--- src/rtl/cpu_pkg.sv ---
// Shared CPU definitions: datapath widths, instruction memory size and the IF/ID record.
package cpu_pkg;

  localparam int unsigned INSTR_W        = 32;
  localparam int unsigned ADDR_W         = 32;
  localparam int unsigned INSTR_MEM_SIZE = 128;
  localparam logic [INSTR_W-1:0] NOP_INSTR = 32'h0000_0000;

  typedef struct packed {
    logic [INSTR_W-1:0] instr;
    logic [ADDR_W-1:0]  pc;
    logic [ADDR_W-1:0]  pc_plus4;
    logic               valid;
  } ifid_t;

  // Word-aligned form of a redirect target.
  function automatic logic [ADDR_W-1:0] align_word(input logic [ADDR_W-1:0] a);
    return {a[ADDR_W-1:2], 2'b00};
  endfunction

endpackage

--- src/rtl/instr_fetch_unit_if.sv ---
// Fetch-stage bus: instruction memory port, decode-side controls and IF/ID outputs.
interface instr_fetch_unit_if;
  import cpu_pkg::*;

  logic [ADDR_W-1:0]  InstrAddr;
  logic [INSTR_W-1:0] Instr;
  logic               Stall;
  logic               Flush;
  logic               RedirValid;
  logic [ADDR_W-1:0]  RedirTarget;
  logic [INSTR_W-1:0] IFID_Instr;
  logic [ADDR_W-1:0]  IFID_PC;
  logic [ADDR_W-1:0]  IFID_PCPlus4;
  logic               IFID_Valid;
  logic               Halted;
  logic               MisalignErr;
  logic [31:0]        FetchCount;

  // master = fetch unit, slave = memory + decode/control side
  modport master (
    output InstrAddr,
    input  Instr,
    input  Stall, Flush, RedirValid, RedirTarget,
    output IFID_Instr, IFID_PC, IFID_PCPlus4, IFID_Valid,
    output Halted, MisalignErr, FetchCount
  );

  modport slave (
    input  InstrAddr,
    output Instr,
    output Stall, Flush, RedirValid, RedirTarget,
    input  IFID_Instr, IFID_PC, IFID_PCPlus4, IFID_Valid,
    input  Halted, MisalignErr, FetchCount
  );

endinterface

--- src/rtl/instr_fetch_unit_ifid_reg.sv ---
// IF/ID pipeline register: bubble beats load, load beats hold; synchronous reset.
module ifid_reg
  import cpu_pkg::*;
#(
  parameter logic [INSTR_W-1:0] NOP_INSTR_P = cpu_pkg::NOP_INSTR
) (
  input  logic              clk,
  input  logic              rst,
  input  logic              load,
  input  logic              bubble,
  input  logic [ADDR_W-1:0] cur_pc,
  input  ifid_t             d,
  output ifid_t             q
);

  ifid_t bubble_val;

  // A bubble still records the PC it replaced so decode can trace flushed slots.
  always_comb begin
    bubble_val          = '0;
    bubble_val.instr    = NOP_INSTR_P;
    bubble_val.pc       = cur_pc;
    bubble_val.pc_plus4 = cur_pc + 32'd4;
    bubble_val.valid    = 1'b0;
  end

  always_ff @(posedge clk) begin
    if (rst) begin
      q          <= '0;
      q.instr    <= NOP_INSTR_P;
    end else if (bubble) begin
      q <= bubble_val;
    end else if (load) begin
      q <= d;
    end
  end

endmodule

--- src/rtl/instr_fetch_unit.sv ---
// Fetch stage: owns the PC, addresses instruction memory and fills IF/ID for decode.
module instr_fetch_unit #(
  parameter logic [31:0] RESET_PC  = 32'h0000_0000,
  parameter int unsigned MEM_SIZE  = cpu_pkg::INSTR_MEM_SIZE,
  parameter logic [31:0] NOP_INSTR = cpu_pkg::NOP_INSTR
) (
  input  logic               clk,
  input  logic               rst,
  instr_fetch_unit_if.master bus
);
  import cpu_pkg::*;

  localparam logic [ADDR_W-1:0] LAST_PC = ADDR_W'(MEM_SIZE - 4);

  logic [ADDR_W-1:0] pc;
  logic [ADDR_W-1:0] pc_plus4;
  logic              halted;
  logic              misalign;
  logic [31:0]       fetch_cnt;
  logic              in_range;
  logic              stop;
  logic              do_bubble;
  logic              do_load;
  ifid_t             fetch_d;
  ifid_t             ifid_q;

  assign pc_plus4 = pc + 32'd4;
  assign in_range = (pc <= LAST_PC);
  assign stop     = halted | ~in_range;

  // Any of redirect, halt/out-of-range or flush turns this slot into a bubble.
  assign do_bubble = bus.RedirValid | stop | bus.Flush;
  assign do_load   = ~bus.Stall;

  always_comb begin
    fetch_d          = '0;
    fetch_d.instr    = bus.Instr;
    fetch_d.pc       = pc;
    fetch_d.pc_plus4 = pc_plus4;
    fetch_d.valid    = 1'b1;
  end

  always_ff @(posedge clk) begin
    if (rst) begin
      pc        <= RESET_PC;
      halted    <= 1'b0;
      misalign  <= 1'b0;
      fetch_cnt <= '0;
    end else begin
      misalign <= 1'b0;
      if (bus.RedirValid) begin
        // Halt is cleared here and re-evaluated against the new PC next cycle.
        pc       <= align_word(bus.RedirTarget);
        halted   <= 1'b0;
        misalign <= |bus.RedirTarget[1:0];
      end else if (stop) begin
        halted <= 1'b1;
      end else if (!bus.Stall) begin
        pc <= pc_plus4;
        if (!bus.Flush)
          fetch_cnt <= fetch_cnt + 32'd1;
      end
    end
  end

  ifid_reg #(.NOP_INSTR_P(NOP_INSTR)) u_ifid (
    .clk    (clk),
    .rst    (rst),
    .load   (do_load),
    .bubble (do_bubble),
    .cur_pc (pc),
    .d      (fetch_d),
    .q      (ifid_q)
  );

  assign bus.InstrAddr    = pc;
  assign bus.IFID_Instr   = ifid_q.instr;
  assign bus.IFID_PC      = ifid_q.pc;
  assign bus.IFID_PCPlus4 = ifid_q.pc_plus4;
  assign bus.IFID_Valid   = ifid_q.valid;
  assign bus.Halted       = halted;
  assign bus.MisalignErr  = misalign;
  assign bus.FetchCount   = fetch_cnt;

endmodule
--- src/flat_wrapper.sv ---
// flat-port wrapper written by rule: the top's interface ports become plain ports
module instr_fetch_unit_flat import cpu_pkg::*;
#(
  parameter logic [31:0] RESET_PC  = 32'h0000_0000,
  parameter int unsigned MEM_SIZE  = cpu_pkg::INSTR_MEM_SIZE,
  parameter logic [31:0] NOP_INSTR = cpu_pkg::NOP_INSTR
)
  (clk, rst, bus_InstrAddr, bus_Instr, bus_Stall, bus_Flush, bus_RedirValid, bus_RedirTarget, bus_IFID_Instr, bus_IFID_PC, bus_IFID_PCPlus4, bus_IFID_Valid, bus_Halted, bus_MisalignErr, bus_FetchCount);
  instr_fetch_unit_if bus_i ();
  input  logic clk;
  input  logic rst;
  output wire logic [$bits(bus_i.InstrAddr)-1:0] bus_InstrAddr;
  input wire logic [$bits(bus_i.Instr)-1:0] bus_Instr;
  input wire logic [$bits(bus_i.Stall)-1:0] bus_Stall;
  input wire logic [$bits(bus_i.Flush)-1:0] bus_Flush;
  input wire logic [$bits(bus_i.RedirValid)-1:0] bus_RedirValid;
  input wire logic [$bits(bus_i.RedirTarget)-1:0] bus_RedirTarget;
  output wire logic [$bits(bus_i.IFID_Instr)-1:0] bus_IFID_Instr;
  output wire logic [$bits(bus_i.IFID_PC)-1:0] bus_IFID_PC;
  output wire logic [$bits(bus_i.IFID_PCPlus4)-1:0] bus_IFID_PCPlus4;
  output wire logic [$bits(bus_i.IFID_Valid)-1:0] bus_IFID_Valid;
  output wire logic [$bits(bus_i.Halted)-1:0] bus_Halted;
  output wire logic [$bits(bus_i.MisalignErr)-1:0] bus_MisalignErr;
  output wire logic [$bits(bus_i.FetchCount)-1:0] bus_FetchCount;
  assign bus_InstrAddr = bus_i.InstrAddr;
  assign bus_i.Instr = bus_Instr;
  assign bus_i.Stall = bus_Stall;
  assign bus_i.Flush = bus_Flush;
  assign bus_i.RedirValid = bus_RedirValid;
  assign bus_i.RedirTarget = bus_RedirTarget;
  assign bus_IFID_Instr = bus_i.IFID_Instr;
  assign bus_IFID_PC = bus_i.IFID_PC;
  assign bus_IFID_PCPlus4 = bus_i.IFID_PCPlus4;
  assign bus_IFID_Valid = bus_i.IFID_Valid;
  assign bus_Halted = bus_i.Halted;
  assign bus_MisalignErr = bus_i.MisalignErr;
  assign bus_FetchCount = bus_i.FetchCount;
  instr_fetch_unit #(.RESET_PC(RESET_PC), .MEM_SIZE(MEM_SIZE), .NOP_INSTR(NOP_INSTR)) u_core (.clk(clk), .rst(rst), .bus(bus_i));
endmodule
--- config.mk ---
export PLATFORM = sky130hd
export DESIGN_NAME = instr_fetch_unit_flat
export DESIGN_NICKNAME = d
export VERILOG_FILES = /design/src/rtl/cpu_pkg.sv /design/src/rtl/instr_fetch_unit_if.sv /design/src/rtl/instr_fetch_unit_ifid_reg.sv /design/src/rtl/instr_fetch_unit.sv /design/src/flat_wrapper.sv
export SDC_FILE = /design/constraint.sdc
export NUM_CORES = 1
export LEC_CHECK = 0
export ABC_AREA = 1
export CAP_MARGIN = 5
export CORE_UTILIZATION = 46
export CTS_BUF_LIST = sky130_fd_sc_hd__clkbuf_2 sky130_fd_sc_hd__clkbuf_4 sky130_fd_sc_hd__clkbuf_8
export DETAILED_ROUTE_END_ITERATION = 8
export PLACE_DENSITY = 0.79
export SYNTH_ARGS = -nofsm -noshare
export SYNTH_HDL_FRONTEND = slang
export SYNTH_HIERARCHICAL = 1
export SYNTH_SLANG_ARGS = --single-unit
--- constraint.sdc ---
create_clock -name clk -period 2 [get_ports clk]
set_input_delay 0.4 -clock clk [delete_from_list [all_inputs] [get_ports clk]]
set_output_delay 0.4 -clock clk [all_outputs]
set_load 0.01 [all_outputs]
### Word-level counts from Yosys, hierarchy flattened

Index checks and enable logic that the tools add are counted.
W data, S select, Z words.

* $mul: 0
* mux-type cells: 5
* bitwise logic cells: 8
* divide/modulo/power cells: 0
* shift-type cells: 0
* $lt $le $gt $ge: 1
* add/sub/neg operators: 2
* equality and inequality tests: 3
* reductions and logical operators: 7

Operator list (number)
* $mux W65: 2
* $mux W32: 3
* $add A32 B1 Y32 const B: 1
* $add A32 B3 Y32 const B: 1
* $le A32 B7 Y1 const B: 1
* $reduce_or A2 Y1: 4
* $not A1 Y1: 5
* $ne A2 B1 Y1 const B: 2
* $reduce_and A2 Y1: 2
* $reduce_and A4 Y1: 1
* $or A1 B1 Y1: 3
* $ne A2 B2 Y1 const B: 1

* bits in latches: 0
* flip-flop bits (word level): 163
* logic and storage cells: 35
* output and inout port bits: 163
* ROM bits: 0
* memories: 0
* memory bits (writable): 0

### Depth between registers and ports, before layout

Gate-level depths: netlist of run 1.

* word-level depth: 6
* depth in mapped cells: 15

### Cells and area by module

Netlist of run 1, hierarchy kept.

By module, submodules not included
* ifid_reg: sequential area each 1941.9 um^2, area each 4672.0 um^2, times used 1, cells an instance 681
* instr_fetch_unit: sequential area each 1281.2 um^2, area each 4440.5 um^2, times used 1, cells an instance 669

### Worst setup path before layout of run 1

OpenSTA, ideal clock, no wires.

* path type: register -> register
* start: register u_core.pc[2], in the netlist u_core/bus.InstrAddr[2]
* end: register u_core/u_ifid/q[27] (netlist name)
* path buffers: 0
* clock period less this slack: 2.100 ns
* library setup time: 0.128 ns
* arrival time: 1.973 ns
* stages on the path, launching flop included: 11
* slack: -0.100 ns
* cells stage by stage: dfxtp_1 ha_1 nand3_1 nor2_2 nand3_2 nor3_4 nand3_1 xor2_1 a22o_1 a21oi_1 nor2_1

* elaborated cells between the ends (all ways): 9

RTL lines
* start, declared: RTL line instr_fetch_unit.sv:15 `logic [ADDR_W-1:0] pc;`
* start signal, assigned: RTL line instr_fetch_unit.sv:53 `pc <= align_word(bus.RedirTarget);`
* start signal, assigned: RTL line instr_fetch_unit.sv:59 `pc <= pc_plus4;`
* $add A32 B3 Y32 *: RTL line instr_fetch_unit.sv:27 `assign pc_plus4 = pc + 32'd4;`
* via u_core.pc_plus4[26]: RTL line instr_fetch_unit.sv:16 `logic [ADDR_W-1:0] pc_plus4;`
* $mux W65: RTL line instr_fetch_unit_ifid_reg.sv:33 `end else if (load) begin`
* $mux W65 *: RTL line instr_fetch_unit_ifid_reg.sv:31 `end else if (bubble) begin`
* end signal, assigned: RTL line instr_fetch_unit_ifid_reg.sv:32 `q <= bubble_val;`
* end, declared: RTL line instr_fetch_unit_ifid_reg.sv:13 `output ifid_t q`

The timed path passes the listed nets; every way through them passes the cells marked *. The select of a mux whose other input is x is not followed.
A chain may end at the register's enable or synchronous reset.

### Worst setup path after layout of run 1

* start: register u_core.pc[3], in the netlist u_core/bus.InstrAddr[3]
* end: register u_core/u_ifid/q[28] (netlist name)

The elaborated chain is that of the path after synthesis.

==> results of run 1 <==
-- Yosys cell counts, drive strengths merged --
library cell / instances / area share
conb: 2 / 0.00082
clkbuf: 25 / 0.012
o211ai: 5 / 0.0041
a31oi: 6 / 0.0041
o221a: 9 / 0.011
nand3b: 19 / 0.016
nand4: 15 / 0.010
a22o: 15 / 0.014
and3: 1 / 0.00069
xor2: 40 / 0.038
ha: 3 / 0.0041
nand3: 85 / 0.052
o21ai: 7 / 0.0038
nor4: 3 / 0.0021
nor2: 158 / 0.079
a21oi: 136 / 0.083
a22oi: 4 / 0.0033
inv: 87 / 0.036
nand2: 494 / 0.21
dlymetal6s4s: 1 / 0.0014
dfxtp: 161 / 0.35
and2: 3 / 0.0021
buf: 39 / 0.028
nor3: 20 / 0.013
xnor2: 12 / 0.012
-- state kept, by name (all words and copies together) (netlist names) --
signal                  flops
u_core/bus.InstrAddr       30
u_core/u_ifid/q            97
u_core/bus.MisalignErr      1
u_core/bus.FetchCount      32
u_core/bus.Halted           1
-- stage by stage --
stage                     instances  power [W]  instance area (sq um)  hold WS [ns]  TNS (ns)
final                          1904   0.006767                  12800        0.2646         0
after global routing           1904   0.006997                  12800        0.2512   -0.1062
after global placement         1858   0.004402                  12100        0.4478         0
after floorplan                1357   0.003886                   9160        0.4835         0
after CTS                      1890   0.006754                  12520        0.2527         0
after detailed placement       1858   0.004417                  12100        0.4563   -0.1076
-- power groups by stage --
| stage | Combinational [W] | Sequential (W) | Clock (W) |
|---|---|---|---|
| after CTS | 0.000990 | 0.00336 | 0.00241 |
| final | 0.00103 | 0.00336 | 0.00237 |
| after global routing | 0.00110 | 0.00337 | 0.00253 |
| after global placement | 0.000976 | 0.00343 | 0 |
| after detailed placement | 0.000988 | 0.00343 | 0 |
| after floorplan | 0.000383 | 0.00350 | 0 |
-- what timing repair did --
item / 4_1_cts / 5_1_grt
setup buffers: 0 / 15
pin swaps: 0 / 10
gates resized for setup: 23 / 50
endpoints found under the hold margin: 0 / 0
gates cloned: 0 / 0
setup endpoints to repair: 20 / 39
-- worst reg2reg max path: cells and delay by family, from the launching register on --
kind | cells | cell delay, ns
AOI/OAI and AO/OA | 1 | 0.13
xor gates and xnor gates | 1 | 0.27
buffers and inverters | 1 | 0.14
DFF | 1 | 0.37
and+or+nand+nor | 8 | 0.97
-- kinds of logic after synthesis --
kind of cell	after synthesis	share of synthesized area
XOR/XNOR	52	0.04998
other	2	0.0008241
buffers and inverters	152	0.07799
AO/OA/AOI/OAI	182	0.1239
AND/OR/NAND/NOR	798	0.3895
adder cells (fa/ha/maj)	3	0.004120
flip-flops	161	0.3537
-- final cells by class --
cell class / count / area (sq um) / share of cell area
sequential: 161 / 3251 / 0.2540
inverter: 87 / 326.6 / 0.02552
clock inverter: 14 / 138.9 / 0.01085
tap: 265 / 331.6 / 0.02591
timing repair buffer: 315 / 3168 / 0.2475
clock buffer: 18 / 247.7 / 0.01936
multi-input combinational: 1044 / 5335 / 0.4169
-- worst max-delay path by stage --
stage	from	to	slack (ns)	depth (start not counted)
floorplan	u_core/bus.InstrAddr[8]	u_core/u_ifid/q[52]	0.006	12
global placement	bus_RedirValid	u_core/u_ifid/q[51]	0.02	9
detailed placement	bus_RedirValid	u_core/u_ifid/q[54]	-0.02	6
CTS	u_core/bus.InstrAddr[19]	bus_InstrAddr[19]	0.003	2
global route	u_core/bus.InstrAddr[3]	u_core/u_ifid/q[29]	-0.05	10
finish	u_core/bus.InstrAddr[3]	u_core/u_ifid/q[28]	0.04	11
-- per-layer routing --
| layer | global-route usage | up-vias | wire length, microns |
|---|---|---|---|
| li1 | - | 4878 | - |
| met1 | 0.3955 | 4666 | 12950 |
| met2 | 0.4954 | 539 | 14820 |
| met3 | 0.05734 | 84 | 2874 |
| met4 | 0.1109 | 0 | 870 |
| met5 | 0 | - | 0 |
==> results.ini, run 1 <==
[global_route]
grt_first_pass_wirelength_mm = 47.88
overflow = 0
grtUsageTotal = 0.3028
grt_pass1_vias = 9011
antenna_found_initial = 1
grt_max_degree = 94

[clock_tree]
cts_buffer_depth = 2
cts_root_buf = clkbuf_8
clkSinkCount = 161
h-tree-depth = 4
clock_latency_ns = 0.46
path_clk_slew_ns = 0.10
hold_buffers = 0
cts_tree = built
numCtsBuffers = 17

[synth]
synth_area_sq_mm = 0.009112
yosysSeqAreaShare = 0.3537
synth_cells = 1350
yosysWarnings = 6
yosysUniqueCellTypes = 40
avgSynthCellArea_sq_um = 6.750
yosys_register_bits = 161

[power_and_ir_drop]
pwr-share-clk = 0.351
seqPwrFrac = 0.497
combPwrFrac = 0.153
p_int_w = 0.004735
p_sw_w = 0.002032
power_density_mw_per_mm2 = 528.8
vdd_drop_max_uv = 379.4
swShare = 0.3003
power_leakage_nw = 5.095

[floorplanning]
die_area_sq_mm = 0.02038
die_x_microns = 142.7
pin_count = 232
core_area_sq_mm = 0.01946
placementRows = 51
start_util = 0.4682
die_y_microns = 142.7

[place]
numPortBuffers = 229
place_ws_ns = -0.01511
gp_congestion = 0.9600
dp_hpwl_mm = 22.77

[layout]
nets = 1698
antennaDiodeCount = 0
drive_gt1_frac = 0.1678
final_common_cell = nand2_1
final_cell_mix = 451 x nand2_1, 209 x clkdlybuf4s50_1, 141 x dfxtp_1
syn_to_final_growth_pct = 40.45
nFillCells = 1673
final_util = 0.6576

[drt]
viasPerCell = 5.340
wirelength_mm = 31.52
ant_nets = 0
drt-initial-drc-count = 1084
drc = 0
detail_route.wl_per_cell_microns = 16.55
dr.pass1.iters = 6
vias = 10170

[timing]
max_freq_ghz = 0.5099
worst_slack_ns = 0.03900
finalCriticalPeriod_ns = 1.961
final_max_slew_viol_count = 0
maxSlewHeadroom = 0.6501
grt_setup_unrepaired = true
tightest_slew_ns = 0.5242
setup_violations = 0
finalHoldViolCount = 0
clock_skew_ns = 0.01417
finalCritPeriodShare = 0.9805

[setup_path]
regToRegStartpoint = u_core/bus.InstrAddr[3]
critPathTopFamily = simple AND/OR/NAND/NOR gates
max_stage_delay_ns = 0.37
worstPathCellList = buf_6, nand3_2, nor2_4, nand3_4, nor3_4, nand3_2, xor2_2, nor2_1, nor2_1, nand2_1, a21oi_1
start_kind = flip-flop
critPathRequiredTime_ns = 2.39
end_kind = flip-flop
cp.arrival_ns = 2.35
cp_max_fo = 8
crit_type = reg -> reg
critPathBufInv = 1
r2r_end = u_core/u_ifid/q[28]
worst-r2r-setup-slack_ns = 0.04
cpMaxStageDelayCell = dfxtp_2
rr_worst_depth = 11

[flow_run]
drv_cap = 0

[min_path]
holdPathEnd = u_core/bus.FetchCount[13]
hold_path.class = in -> reg
worstHoldPathCells = 2
worstHoldStart = rst

[outcome]
status = finished clean

No activity file was read; power rests on OpenSTA's default activity.
==> run 2, diff against run 1 <==
--- a/config.mk
+++ b/config.mk
@@ -6,7 +6,7 @@
 export NUM_CORES = 1
 export LEC_CHECK = 0
 export ABC_AREA = 1
-export CAP_MARGIN = 5
+export CAP_MARGIN = 25
 export CORE_UTILIZATION = 46
 export CTS_BUF_LIST = sky130_fd_sc_hd__clkbuf_2 sky130_fd_sc_hd__clkbuf_4 sky130_fd_sc_hd__clkbuf_8
 export DETAILED_ROUTE_END_ITERATION = 8
==> results of run 2 <==
The final DEF is identical to that of run 1; final timing and power are the same.
